File: src/rtl/gray_ptr_fifo.sv
// Single-clock circular FIFO with Gray-coded pointers and registered full/empty flags.
// Latency: 1-cycle read data; empty/full clear 1 edge after the opposite side moves (3 with FIFO_PTR_SYNC_EN).
// Backpressure: writes ignored while wr_full, reads ignored while rd_empty; flags are conservative.
module gray_ptr_fifo #(
    parameter int DATA_WIDTH = 8,
    parameter int ADDR_WIDTH = 4
) (
    input  logic                  clk,
    input  logic                  rst,
    input  logic                  wr_en,
    input  logic [DATA_WIDTH-1:0] wr_data,
    output logic                  wr_full,
    input  logic                  rd_en,
    output logic [DATA_WIDTH-1:0] rd_data,
    output logic                  rd_empty
);
    localparam int PW    = ADDR_WIDTH + 1;
    localparam int DEPTH = 1 << ADDR_WIDTH;

    logic [DATA_WIDTH-1:0] mem [DEPTH];

    logic [PW-1:0] wr_ptr_bin, wr_ptr_gray, wr_bin_next, wr_gray_next;
    logic [PW-1:0] rd_ptr_bin, rd_ptr_gray, rd_bin_next, rd_gray_next;
    logic [PW-1:0] wr_ptr_seen, rd_ptr_seen;
    logic          wr_accept, rd_accept;

    assign wr_accept    = wr_en & ~wr_full;
    assign rd_accept    = rd_en & ~rd_empty;
    assign wr_bin_next  = wr_ptr_bin + {{(PW-1){1'b0}}, wr_accept};
    assign rd_bin_next  = rd_ptr_bin + {{(PW-1){1'b0}}, rd_accept};
    assign wr_gray_next = wr_bin_next ^ (wr_bin_next >> 1);
    assign rd_gray_next = rd_bin_next ^ (rd_bin_next >> 1);

`ifdef FIFO_PTR_SYNC_EN
    logic [PW-1:0] wr_ptr_gray_sync1, wr_ptr_gray_sync2;
    logic [PW-1:0] rd_ptr_gray_sync1, rd_ptr_gray_sync2;

    // Two-stage copies keep the structure identical to the dual-clock variant.
    always_ff @(posedge clk or posedge rst) begin
        if (rst) begin
            wr_ptr_gray_sync1 <= '0;
            wr_ptr_gray_sync2 <= '0;
            rd_ptr_gray_sync1 <= '0;
            rd_ptr_gray_sync2 <= '0;
        end else begin
            wr_ptr_gray_sync1 <= wr_ptr_gray;
            wr_ptr_gray_sync2 <= wr_ptr_gray_sync1;
            rd_ptr_gray_sync1 <= rd_ptr_gray;
            rd_ptr_gray_sync2 <= rd_ptr_gray_sync1;
        end
    end

    assign wr_ptr_seen = wr_ptr_gray_sync2;
    assign rd_ptr_seen = rd_ptr_gray_sync2;
`else
    assign wr_ptr_seen = wr_ptr_gray;
    assign rd_ptr_seen = rd_ptr_gray;
`endif

    // Storage is deliberately not reset.
    always_ff @(posedge clk) begin
        if (wr_accept) begin
            mem[wr_ptr_bin[ADDR_WIDTH-1:0]] <= wr_data;
        end
    end

    always_ff @(posedge clk or posedge rst) begin
        if (rst) begin
            wr_ptr_bin  <= '0;
            wr_ptr_gray <= '0;
            wr_full     <= 1'b0;
        end else begin
            wr_ptr_bin  <= wr_bin_next;
            wr_ptr_gray <= wr_gray_next;
            // Full: Gray pointers differ only in the two MSBs (one lap apart).
            wr_full     <= (wr_gray_next == {~rd_ptr_seen[PW-1:PW-2], rd_ptr_seen[PW-3:0]});
        end
    end

    always_ff @(posedge clk or posedge rst) begin
        if (rst) begin
            rd_ptr_bin  <= '0;
            rd_ptr_gray <= '0;
            rd_empty    <= 1'b1;
            rd_data     <= '0;
        end else begin
            rd_ptr_bin  <= rd_bin_next;
            rd_ptr_gray <= rd_gray_next;
            rd_empty    <= (rd_gray_next == wr_ptr_seen);
            if (rd_accept) begin
                rd_data <= mem[rd_ptr_bin[ADDR_WIDTH-1:0]];
            end
        end
    end

endmodule

File: config.mk
export PLATFORM = sky130hd
export DESIGN_NAME = gray_ptr_fifo
export DESIGN_NICKNAME = d
export VERILOG_FILES = /design/src/rtl/gray_ptr_fifo.sv
export SDC_FILE = /design/constraint.sdc
export NUM_CORES = 1
export LEC_CHECK = 0
export ABC_AREA = 1
export BUFFER_PORTS_ARGS = -buffer_cell sky130_fd_sc_hd__buf_2
export CORE_MARGIN = 1.5
export CORE_UTILIZATION = 60
export CTS_BUF_LIST = sky130_fd_sc_hd__clkbuf_2
export CTS_CLUSTER_SIZE = 25
export DETAILED_ROUTE_END_ITERATION = 8
export PLACE_DENSITY_LB_ADDON = 0.15
export SYNTH_ARGS = -nofsm -noshare
export SYNTH_HDL_FRONTEND = slang
export SYNTH_SLANG_ARGS = --single-unit
File: constraint.sdc
create_clock -name clk -period 4.9 [get_ports clk]
set_clock_uncertainty 0.05 [all_clocks]
set_input_delay 0.735 -clock clk [delete_from_list [all_inputs] [get_ports clk]]
set_output_delay 0.735 -clock clk [all_outputs]
set_load 0.01 [all_outputs]
==> out/metrics.yaml <==
drc: 0
gr-usage-all-layers_pct: 26.2
end_kind: "register"
grt_remaining_overflow: 0
synth_xor_area_share_pct: 0
area_delta_synth_final_pct: 5.78
path_common_cell: "nand3_1"
status: "finished, final reports clean"
seq_area_frac_synth_pct: 69.4
cts_made_buffers: 17
grt_first_pass_wirelength_um: 22000
die_area_um2: 11600
insertion_delay_ns: 0.72
setup.worst_path.class: "register to register"
max_cap_violations: 0
layoutNonFillerInstCount: 758
die_w_um: 108
path_clk_slew_ns: 0.24
synth_mux_area_share_pct: 0
synth_compound_area_share_pct: 3.67
crit_family: "buffers and inverters"
rows: 37
ys_warn_count: 0
hold_viol: 0
r2r-start: "rd_ptr_bin[0]$_DFF_PP0_"
initial_core_util_pct: 62.6
cts_buffer_depth: 2
synthSimpleGateAreaFrac_pct: 22.4
portBuffers: 21
hold_slack_ns: 0.163
root_buffer: "clkbuf_2"
vias_per_cell: 5.64
drt_iter0_drc: 367
crit_arrival_ns: 3.16
rsz0062_at_grt: "false"
synth_top_area_share_pct: 58.6
hold_path.class: "primary input to asynchronous set/reset pin"
nets: 626
synthDistinctLibCells: 24
drv_slew: 0
dp_cells: 726
syn_inst: 589
drt-pass1-iter-count: 5
total_power_w: 0.00401
cts_htree_levels: 4
synth_top_family_by_area: "simple AND/OR/NAND/NOR gates"
wl_per_cell_um: 18.0
final_core_util_pct: 66.3
cp-start-kind: "register"
crit_path_max_incr_delay_ns: 0.62
io_pins: 22
fin_crit_sh_pct: 52.2
core_area_um2: 10500
fill_cells: 835
ys_top_cells_by_area: "edfxtp_1 (59%), nand2_1 (12%), dfrtp_1 (10%), nand3_1 (5.4%), a21oi_1 (1.8%)"
startpoint: "rd_ptr_bin[0]$_DFF_PP0_"
synthesis.nets: 606
setup_viol: 0
cts_tree: "yes"
fmax_ghz: 0.391
fin_tns_setup_ns: 0
post-cts-setup-buffers: 0
critPathBufInv: 2
grt_pass1_vias: 4280
worstPathRequired_ns: 5.50
peakVddDrop_mv: 0.433
drive_above_1_share_pct: 12.1
cpMaxStageDelayCell: "inv_2"
worstMarginPinSlew_ns: 1.09
p_leak_nw: 2.76
powerDensity_nw_per_um2: 578
synth_top_area_cell: "edfxtp_1"
die_y_um: 108
path_max_fanout: 66
worstPathCellList: "buf_4 > inv_2 > nand2_1 > nand3_1 > nand3_1 > nand3b_1 > nand3_1 > nand2_1"
place_hpwl_um: 8720
slew_headroom_pct: 27.5
avgSynthCellArea_um2: 11.1
yosys.area_share.adder_pct: 0.955
diodes: 0
via_count: 4278
fin_crit_ns: 2.56
ctsResizeCount: 0
antenna_found_initial: 0
synth_seq_cells: 156
clock-sinks: 156
place.gp.congestion: 0.822
ant_nets: 0
wirelength_um: 13700
cts.hold.buffers_added: 0
synth.cell_area_um2: 6550
grt_max_degree: 67
-- state kept, by name, summed over array words and instances, names as in the netlist --
| signal | cells |
|---|---|
| rd_empty | 1 |
| wr_ptr_bin | 5 |
| wr_full | 1 |
| rd_ptr_gray | 4 |
| wr_ptr_gray | 4 |
| rd_data | 8 |
| mem | 128 |
| rd_ptr_bin | 5 |
-- routing by layer --
metal,global-route usage [%],share of wire [%]
met1,34.8,42
met2,40.9,48
met3,7.75,7.2
met4,10.7,3.0
met5,0,0
-- placed cells by master (no fill, tap or decap), types with 2 or more instances in the layout --
master,count
edfxtp_1,128
nand2_2,9
nand3_1,71
buf_2,21
inv_2,4
nand4_1,3
o211ai_1,8
clkinvlp_4,5
ha_1,5
nand3b_1,13
nor2_2,2
clkbuf_2,18
dfrtp_1,26
inv_6,5
a21oi_1,24
a21boi_0,8
inv_1,22
nor2_1,22
nand2_1,217
-- synthesized netlist by cell type, drive strengths merged --
master / instances
o211ai: 8
nand2: 227
nand3: 72
a21boi: 8
inv: 27
nand4: 3
a21oi: 24
clkbuf: 2
nor2: 25
nand3b: 13
edfxtp: 128
ha: 5
buf: 19
dfrtp: 27
dfstp: 1
-- kinds of logic after synthesis --
logic type | count (synthesis)
buf+inv | 48
flops | 156
fa+ha+maj | 5
simple gates | 340
compound gates | 40
-- per-stage QoR --
stage,area (um2),worst slack (ns)
floorplan,6550,2.69
global placement,6710,2.39
detailed placement,6710,2.24
CTS,6930,2.35
global route,6930,2.11
finish,6930,2.34
-- report_power, final --
group	leakage (nW)	internal [W]	total [W]	switching, W
clock network	0.126	0.000195	0.000673	0.000478
logic	1.14	0.000456	0.00150	0.00105
registers	1.50	0.00166	0.00183	0.000166
total	2.76	0.00232	0.00401	0.00169
-- final timing paths --
check	depth (start not counted)	slack, ns	end
setup / recovery	8	2.34	rd_data[2]$_DFFE_PP0N_
hold / removal	2	0.16	rd_data[7]$_DFFE_PP0N_
setup reg to reg	8	2.34	rd_data[2]$_DFFE_PP0N_
hold reg to reg	3	0.46	rd_empty$_DFF_PP1_
max in group asynchronous	2	3.95	rd_ptr_bin[0]$_DFF_PP0_
min in group clk	5	0.34	rd_data[2]$_DFFE_PP0N_
-- area by class of cell --
class | instances | area, um2 | share of cell area [%]
Sequential cell | 156 | 4550 | 65.6
Timing Repair Buffer | 22 | 113 | 1.62
Multi-Input combinational cell | 385 | 1770 | 25.6
Clock inverter | 14 | 136 | 1.97
Clock buffer | 18 | 90.1 | 1.30
Tap cell | 136 | 170 | 2.45
Inverter | 27 | 104 | 1.50
No activity file was read; power rests on OpenSTA's default activity.
